===== src/rtl/puf_controller_pkg.sv =====
// Shared constants for the arbiter-PUF sequencer: parameter defaults,
// FSM state encodings and small elaboration-time helpers.
package puf_controller_pkg;

  localparam int unsigned C_LENGTH_DEF      = 64;
  localparam int unsigned C_REPEATS_DEF     = 7;
  localparam int unsigned C_SETTLE_DEF      = 8;
  localparam int unsigned C_PULSE_WIDTH_DEF = 4;

  // Cycles the pulse stays high after FIRE so the 2-flop synchroniser catches the race result
  localparam int unsigned SAMPLE_CYCLES = 2;

  localparam logic [2:0] ST_IDLE   = 3'd0;
  localparam logic [2:0] ST_LOAD   = 3'd1;
  localparam logic [2:0] ST_FIRE   = 3'd2;
  localparam logic [2:0] ST_SAMPLE = 3'd3;
  localparam logic [2:0] ST_RELAX  = 3'd4;
  localparam logic [2:0] ST_DONE   = 3'd5;

  function automatic int unsigned max_u(input int unsigned a, input int unsigned b);
    return (a > b) ? a : b;
  endfunction

  function automatic int unsigned cnt_width(input int unsigned max_count);
    return (max_count < 2) ? 1 : $clog2(max_count);
  endfunction

endpackage


===== src/rtl/puf_controller_if.sv =====
// Host-side request/response handshake of the PUF sequencer.
interface puf_controller_if #(
  parameter int unsigned C_LENGTH  = 64,
  parameter int unsigned C_REPEATS = 7
) ();

  localparam int unsigned ONES_W = $clog2(C_REPEATS + 1);

  logic                ireq_valid;
  logic [C_LENGTH-1:0] ireq_challenge;
  logic                oreq_ready;
  logic                oresp_valid;
  logic                iresp_ready;
  logic                oresp_bit;
  logic [ONES_W-1:0]   oresp_ones;
  logic                oresp_stable;

  modport master (
    output ireq_valid, ireq_challenge, iresp_ready,
    input  oreq_ready, oresp_valid, oresp_bit, oresp_ones, oresp_stable
  );

  modport slave (
    input  ireq_valid, ireq_challenge, iresp_ready,
    output oreq_ready, oresp_valid, oresp_bit, oresp_ones, oresp_stable
  );

endinterface


===== src/rtl/puf_controller_sync_2ff.sv =====
// Two-flop synchroniser for the asynchronous arbiter response; resets to 0.
module sync_2ff (
  input  logic iclk,
  input  logic irst_n,
  input  logic id,
  output logic oq
);

  logic meta;

  always_ff @(posedge iclk or negedge irst_n) begin
    if (!irst_n) begin
      meta <= 1'b0;
      oq   <= 1'b0;
    end else begin
      meta <= id;
      oq   <= meta;
    end
  end

endmodule


===== src/rtl/puf_controller.sv =====
// Arbiter-PUF sequencer: loads a challenge, fires C_REPEATS race pulses with
// settle gaps, counts synchronised responses and returns a majority vote.
module puf_controller
  import puf_controller_pkg::*;
#(
  parameter int unsigned C_LENGTH      = C_LENGTH_DEF,
  parameter int unsigned C_REPEATS     = C_REPEATS_DEF,
  parameter int unsigned C_SETTLE      = C_SETTLE_DEF,
  parameter int unsigned C_PULSE_WIDTH = C_PULSE_WIDTH_DEF
) (
  input  logic                iclk,
  input  logic                irst_n,
  puf_controller_if.slave     host,
  output logic                opuf_pulse,
  output logic [C_LENGTH-1:0] opuf_challenge,
  input  logic                ipuf_response
);

  localparam int unsigned ONES_W  = $clog2(C_REPEATS + 1);
  localparam int unsigned CNT_MAX = max_u(max_u(C_SETTLE, C_PULSE_WIDTH), SAMPLE_CYCLES);
  localparam int unsigned CNT_W   = cnt_width(CNT_MAX);

  localparam logic [CNT_W-1:0]  SETTLE_LAST = CNT_W'(C_SETTLE - 1);
  localparam logic [CNT_W-1:0]  PULSE_LAST  = CNT_W'(C_PULSE_WIDTH - 1);
  localparam logic [CNT_W-1:0]  SAMPLE_LAST = CNT_W'(SAMPLE_CYCLES - 1);
  localparam logic [ONES_W-1:0] REPEATS_N   = ONES_W'(C_REPEATS);
  localparam logic [ONES_W-1:0] HALF_N      = ONES_W'(C_REPEATS / 2);

  logic [2:0]        state;
  logic [CNT_W-1:0]  cnt;
  logic [ONES_W-1:0] ones;
  logic [ONES_W-1:0] reps;
  logic              resp_sync;

  sync_2ff u_sync (
    .iclk   (iclk),
    .irst_n (irst_n),
    .id     (ipuf_response),
    .oq     (resp_sync)
  );

  assign host.oreq_ready = (state == ST_IDLE);

  // The pulse is a register set on entry to FIRE and cleared on leaving SAMPLE,
  // so it is glitch-free and high for exactly C_PULSE_WIDTH + SAMPLE_CYCLES cycles.
  always_ff @(posedge iclk or negedge irst_n) begin
    if (!irst_n) begin
      state             <= ST_IDLE;
      cnt               <= '0;
      ones              <= '0;
      reps              <= '0;
      opuf_pulse        <= 1'b0;
      opuf_challenge    <= '0;
      host.oresp_valid  <= 1'b0;
      host.oresp_bit    <= 1'b0;
      host.oresp_ones   <= '0;
      host.oresp_stable <= 1'b0;
    end else begin
      case (state)
        ST_IDLE: begin
          if (host.ireq_valid && host.oreq_ready) begin
            opuf_challenge <= host.ireq_challenge;
            ones           <= '0;
            reps           <= '0;
            cnt            <= '0;
            state          <= ST_LOAD;
          end
        end

        ST_LOAD: begin
          if (cnt == SETTLE_LAST) begin
            cnt        <= '0;
            opuf_pulse <= 1'b1;
            state      <= ST_FIRE;
          end else begin
            cnt <= cnt + CNT_W'(1);
          end
        end

        ST_FIRE: begin
          if (cnt == PULSE_LAST) begin
            cnt   <= '0;
            state <= ST_SAMPLE;
          end else begin
            cnt <= cnt + CNT_W'(1);
          end
        end

        ST_SAMPLE: begin
          if (cnt == SAMPLE_LAST) begin
            cnt        <= '0;
            ones       <= ones + ONES_W'(resp_sync);
            reps       <= reps + ONES_W'(1);
            opuf_pulse <= 1'b0;
            state      <= ST_RELAX;
          end else begin
            cnt <= cnt + CNT_W'(1);
          end
        end

        ST_RELAX: begin
          if (cnt == SETTLE_LAST) begin
            cnt <= '0;
            if (reps == REPEATS_N) begin
              host.oresp_valid  <= 1'b1;
              host.oresp_bit    <= (ones > HALF_N);
              host.oresp_ones   <= ones;
              host.oresp_stable <= (ones == '0) || (ones == REPEATS_N);
              state             <= ST_DONE;
            end else begin
              opuf_pulse <= 1'b1;
              state      <= ST_FIRE;
            end
          end else begin
            cnt <= cnt + CNT_W'(1);
          end
        end

        ST_DONE: begin
          if (host.iresp_ready) begin
            host.oresp_valid <= 1'b0;
            state            <= ST_IDLE;
          end
        end

        default: begin
          opuf_pulse       <= 1'b0;
          host.oresp_valid <= 1'b0;
          cnt              <= '0;
          state            <= ST_IDLE;
        end
      endcase
    end
  end

endmodule


===== src/flat_wrapper.sv =====
// flat-port wrapper written by rule: the top's interface ports become plain ports
module puf_controller_flat import puf_controller_pkg::*;
#(
  parameter int unsigned C_LENGTH      = C_LENGTH_DEF,
  parameter int unsigned C_REPEATS     = C_REPEATS_DEF,
  parameter int unsigned C_SETTLE      = C_SETTLE_DEF,
  parameter int unsigned C_PULSE_WIDTH = C_PULSE_WIDTH_DEF
)
  (iclk, irst_n, opuf_pulse, opuf_challenge, ipuf_response, host_ireq_valid, host_ireq_challenge, host_iresp_ready, host_oreq_ready, host_oresp_valid, host_oresp_bit, host_oresp_ones, host_oresp_stable);
  puf_controller_if #(.C_LENGTH(C_LENGTH), .C_REPEATS(C_REPEATS)) host_i ();
  input  logic iclk;
  input  logic irst_n;
  output logic opuf_pulse;
  output logic [C_LENGTH-1:0] opuf_challenge;
  input  logic ipuf_response;
  input wire logic [$bits(host_i.ireq_valid)-1:0] host_ireq_valid;
  input wire logic [$bits(host_i.ireq_challenge)-1:0] host_ireq_challenge;
  input wire logic [$bits(host_i.iresp_ready)-1:0] host_iresp_ready;
  output wire logic [$bits(host_i.oreq_ready)-1:0] host_oreq_ready;
  output wire logic [$bits(host_i.oresp_valid)-1:0] host_oresp_valid;
  output wire logic [$bits(host_i.oresp_bit)-1:0] host_oresp_bit;
  output wire logic [$bits(host_i.oresp_ones)-1:0] host_oresp_ones;
  output wire logic [$bits(host_i.oresp_stable)-1:0] host_oresp_stable;
  assign host_i.ireq_valid = host_ireq_valid;
  assign host_i.ireq_challenge = host_ireq_challenge;
  assign host_i.iresp_ready = host_iresp_ready;
  assign host_oreq_ready = host_i.oreq_ready;
  assign host_oresp_valid = host_i.oresp_valid;
  assign host_oresp_bit = host_i.oresp_bit;
  assign host_oresp_ones = host_i.oresp_ones;
  assign host_oresp_stable = host_i.oresp_stable;
  puf_controller #(.C_LENGTH(C_LENGTH), .C_REPEATS(C_REPEATS), .C_SETTLE(C_SETTLE), .C_PULSE_WIDTH(C_PULSE_WIDTH)) u_core (.iclk(iclk), .irst_n(irst_n), .host(host_i), .opuf_pulse(opuf_pulse), .opuf_challenge(opuf_challenge), .ipuf_response(ipuf_response));
endmodule

===== config.mk =====
export PLATFORM = sky130hd
export DESIGN_NAME = puf_controller_flat
export DESIGN_NICKNAME = d
export VERILOG_FILES = /design/src/rtl/puf_controller_pkg.sv /design/src/rtl/puf_controller_if.sv /design/src/rtl/puf_controller_sync_2ff.sv /design/src/rtl/puf_controller.sv /design/src/flat_wrapper.sv
export SDC_FILE = /design/constraint.sdc
export NUM_CORES = 1
export LEC_CHECK = 0
export BUFFER_PORTS_ARGS = -buffer_cell sky130_fd_sc_hd__buf_2
export CAP_MARGIN = 40
export CORE_UTILIZATION = 48
export DETAILED_ROUTE_END_ITERATION = 7
export PLACE_DENSITY = 0.79
export SYNTH_ARGS = -nofsm -noshare
export SYNTH_HDL_FRONTEND = slang
export SYNTH_HIERARCHICAL = 1
export SYNTH_SLANG_ARGS = --single-unit

===== constraint.sdc =====
create_clock -name iclk -period 2.4 [get_ports iclk]
set_input_delay 0.36 -clock iclk [delete_from_list [all_inputs] [get_ports iclk]]
set_output_delay 0.36 -clock iclk [all_outputs]
set_load 0.02 [all_outputs]

==> impl_table.tex <==
\begin{tabular}{lr}
\hline
Metric & Value \\
\hline
\multicolumn{2}{l}{\textbf{Logic synthesis}} \\
\quad Share of flip-flops with an asynchronous set or reset & 100\% \\
\quad Primary flip-flop cell chosen by synthesis mapping & sky130\_fd\_sc\_hd\_\_dfrtp\_1 \\
\quad Synth Warn \# & 6 \\
\quad Post-synthesis register bit count & 85 \\
\quad Number of enable-type register cells in the synthesized netlist & 0 \\
\quad Gate count of the mapped netlist & 249 \\
\quad Synthesized net count & 326 \\
\quad Cell area after synthesis & between 0.003 and 0.004 mm\^{}2 \\
\quad Sequential cell area fraction in the yosys report & 59.2\% \\
\quad Distinct cell type count of the synthesized netlist & 40 \\
\quad Avg Inst Size Synth & 14.4 um\^{}2 \\
\multicolumn{2}{l}{\textbf{Setup path}} \\
\quad Worst Path Required & 2640 ps \\
\quad Worst Path Arrival & 2210 ps \\
\quad Critical Path Fanout Max & 16 \\
\quad Delay of the slowest cell on the worst path & 550 ps \\
\quad Critical path class & flop to flop \\
\quad Critical path's top delay family & simple AND/OR/NAND/NOR gates \\
\quad Cell Chain, Critical Path & nor3\_2 > and2\_2 > buf\_4 > mux2\_2 \\
\quad Crit. End Element & flop \\
\quad Slowest cell on the critical path & sky130\_fd\_sc\_hd\_\_dfrtp\_1 \\
\quad Crit path buf inv count & 1 \\
\quad CP startpoint kind & flop \\
\multicolumn{2}{l}{\textbf{Die}} \\
\quad Total core area & slightly above 0.007 mm\^{}2 \\
\quad Die width & approximately 90 um \\
\quad Initial core utilization & just under 50\% \\
\quad Std cell rows & 31 \\
\quad Num ports & between 100 and 150 \\
\quad Die height & $\sim$89 um \\
\quad Die footprint & about 0.0078 mm\^{}2 \\
\multicolumn{2}{l}{\textbf{STA}} \\
\quad RSZ-0062 raised after global routing & no \\
\quad Hold Vio Cnt, Final & 11 \\
\quad Accumulated negative setup slack & 0 ps \\
\quad Worst relative slew slack & 60.6\% \\
\quad Worst Max-Slew Pin Slew & 592 ps \\
\quad Fin crit period & 1970 ps \\
\quad Worst setup skew after layout & between 10 and 15 ps \\
\quad Final worst setup slack & 430 ps \\
\quad Number of failing setup endpoints in the final timing report & 0 \\
\quad Share of the cycle needed by the critical path after routing & 82.1\% \\
\quad Fmax & 508 MHz \\
\quad Worst hold-check slack & -17.5 ps \\
\quad Count of pins over their slew limit & 0 \\
\multicolumn{2}{l}{\textbf{Clocking}} \\
\quad Clock tree buffer depth & 2 \\
\quad CTS Root Buffer Type & sky130\_fd\_sc\_hd\_\_clkbuf\_8 \\
\quad Post-CTS repair timing setup buffer count & 0 \\
\quad Clock latency of the later-clocked register in the worst-skew pair & approximately 360 ps \\
\quad Clock Pin Slew Worst Setup and Hold Paths & 100 ps \\
\quad Number of buffers inserted by hold repair at cts & 0 \\
\quad Htree depth & 3 \\
\quad Inserted Clock Buffers & 9 \\
\quad Count of cells resized by post-cts repair & 0 \\
\quad Clock tree from TritonCTS & yes \\
\quad Sinks on Clock Net & 85 \\
\multicolumn{2}{l}{\textbf{Global routing}} \\
\quad Global-route congestion overflow total & 0 \\
\quad Maximum number of pins on one net before global-route repair & 48 \\
\quad First-pass GRT wire length & $\sim$11000 um \\
\quad Overall global routing resource usage & between 10\% and 20\% \\
\quad Number of antenna violations at the first check in global routing & 0 \\
\quad Via count of the first global-routing pass & 2467 \\
\multicolumn{2}{l}{\textbf{Layout}} \\
\quad Most frequent cells in the layout & sky130\_fd\_sc\_hd\_\_buf\_2 (139), sky130\_fd\_sc\_hd\_\_dfrtp\_1 (85), sky130\_fd\_sc\_hd\_\_mux2\_2 (64), sky130\_fd\_sc\_hd\_\_clkbuf\_8 (9), sky130\_fd\_sc\_hd\_\_nor2\_1 (9) \\
\quad Layout cells sized above 1 & 58.8\% \\
\quad Non-Filler Cell Area, Final & roughly 0.0046 mm\^{}2 \\
\quad Filler Cell Count & just under 600 \\
\quad Most common cell after layout, fill and taps aside & sky130\_fd\_sc\_hd\_\_buf\_2 \\
\quad Diode insertion count for antenna repair & 0 \\
\quad Number of cells in the finished layout apart from fillers & 495 \\
\quad Synth-to-Final Area Change & 27.5\% \\
\quad Post-layout nets & roughly 470 \\
\multicolumn{2}{l}{\textbf{Placed design}} \\
\quad Cell total after placement & between 400 and 500 \\
\quad Area after DPL & $\sim$0.0044 mm\^{}2 \\
\quad Post-DP HPWL & 5120 um \\
\quad Weighted congestion at the end of routability-driven global placement & $\sim$0.82 \\
\quad Pre-CTS setup slack & 438 ps \\
\quad Number of port buffers & between 100 and 150 \\
\multicolumn{2}{l}{\textbf{Power}} \\
\quad Peak supply drop & roughly 0.00034 V \\
\quad Pwr per Cell Area & between 500 and 600 mW/mm\^{}2 \\
\quad Leakage & roughly 0.0026 uW \\
\multicolumn{2}{l}{\textbf{Drt}} \\
\quad Number of nets with antenna violations after detailed routing & 0 \\
\quad Total wire length & 7050 um \\
\quad Per-cell routed wire length & approximately 14 um \\
\quad Initial DRC count & 149 \\
\quad Number of DRC violations after detailed routing & 0 \\
\quad Vias/cell & approximately 5.0 \\
\quad Drt pass-1 iters & 4 \\
\quad DR vias & roughly 2500 \\
\multicolumn{2}{l}{\textbf{Hold path}} \\
\quad Kind of path behind the tightest hold check & primary input to asynchronous set/reset pin \\
\multicolumn{2}{l}{\textbf{Status}} \\
\quad Status & finished, violations left \\
\quad Violations in the final reports & negative hold slack \\
\multicolumn{2}{l}{\textbf{Run}} \\
\quad Number of max-capacitance violations reported & 0 \\
\hline
\end{tabular}
## flip-flops by register name (all words and copies together), names as in the netlist, 3 cells and up
| register | cells |
|---|---|
| u_core/state | 3 |
| u_core/reps | 3 |
| u_core/host.oresp_ones | 3 |
| u_core/ones | 3 |
| u_core/cnt | 3 |
| u_core/opuf_challenge | 64 |
## through the flow
step / util (%) / total power (uW)
floorplan: - / 1500
global placement: 60.3 / 1590
detailed placement: 60.3 / 1590
CTS: 63.2 / 2670
global route: 63.2 / 2740
finish: 63.2 / 2620
## worst register-to-register path: stages (launching register included)
cell and delay, ps:
sky130_fd_sc_hd__dfrtp_1 550, sky130_fd_sc_hd__nor3_2 280, sky130_fd_sc_hd__and2_2 390, sky130_fd_sc_hd__buf_4 290, sky130_fd_sc_hd__mux2_2 360
## cells in the mapped netlist, types with 3 or more instances
| library cell | instances | area [um^2] |
|---|---|---|
| sky130_fd_sc_hd__a21oi_1 | 5 | 25.0 |
| sky130_fd_sc_hd__a22o_1 | 5 | 43.8 |
| sky130_fd_sc_hd__and3_1 | 3 | 18.8 |
| sky130_fd_sc_hd__buf_2 | 7 | 35.0 |
| sky130_fd_sc_hd__buf_6 | 7 | 78.8 |
| sky130_fd_sc_hd__dfrtp_1 | 85 | 2130 |
| sky130_fd_sc_hd__ha_1 | 8 | 100 |
| sky130_fd_sc_hd__inv_1 | 4 | 15.0 |
| sky130_fd_sc_hd__mux2_2 | 64 | 721 |
| sky130_fd_sc_hd__mux2_4 | 4 | 60.1 |
| sky130_fd_sc_hd__nand2_1 | 6 | 22.5 |
| sky130_fd_sc_hd__nor2_1 | 9 | 33.8 |
| sky130_fd_sc_hd__o21ai_0 | 4 | 20.0 |
## power by group
| part | switching, uW | leakage, uW | total, uW | internal (uW) |
|---|---|---|---|---|
| registers | 13.6 | 0.00116 | 1460 | 1440 |
| clock network | 557 | 0.000102 | 1060 | 506 |
| logic | 48.8 | 0.00137 | 105 | 56.6 |
## logic make-up after synthesis
kind of cell | after synthesis | share of synthesized area [%]
simple gates | 39 | 6.16
mux | 72 | 22.9
fa+ha+maj | 8 | 2.78
compound gates | 24 | 4.84
flops | 85 | 59.2
buf+inv | 19 | 3.69
xor+xnor | 2 | 0.487
## layout make-up
class | instances | area [um^2] | share of cell area (%)
clock inverters | 7 | 87.6 | 1.91
repair buffers | 145 | 766 | 16.7
inverters | 5 | 18.8 | 0.409
clock buffers | 9 | 124 | 2.70
multi-input cells | 145 | 1340 | 29.2
well taps | 99 | 124 | 2.70
flip-flops and latches | 85 | 2130 | 46.4
## path summary, 6_finish.rpt
check,from,end,slack [ps],cells past startpoint
max,u_core/state[1],u_core/opuf_challenge[2],430,4
min,irst_n,u_core/opuf_challenge[11],-20,1
max reg2reg,u_core/state[1],u_core/opuf_challenge[2],430,4
min reg2reg,u_core/u_sync/meta,u_core/u_sync/oq,380,0
max in group asynchronous,irst_n,u_core/opuf_challenge[55],1770,2
min in group iclk,ipuf_response,u_core/u_sync/meta,100,1
## per-layer routing
layer / part of all wire (%) / GRT usage (%)
met4: 1.2 / 7.04
met2: 52 / 31.8
met1: 42 / 21.7
met5: 0 / 0
met3: 4.8 / 4.76
Note: power is estimated with default switching activity, not from simulation.
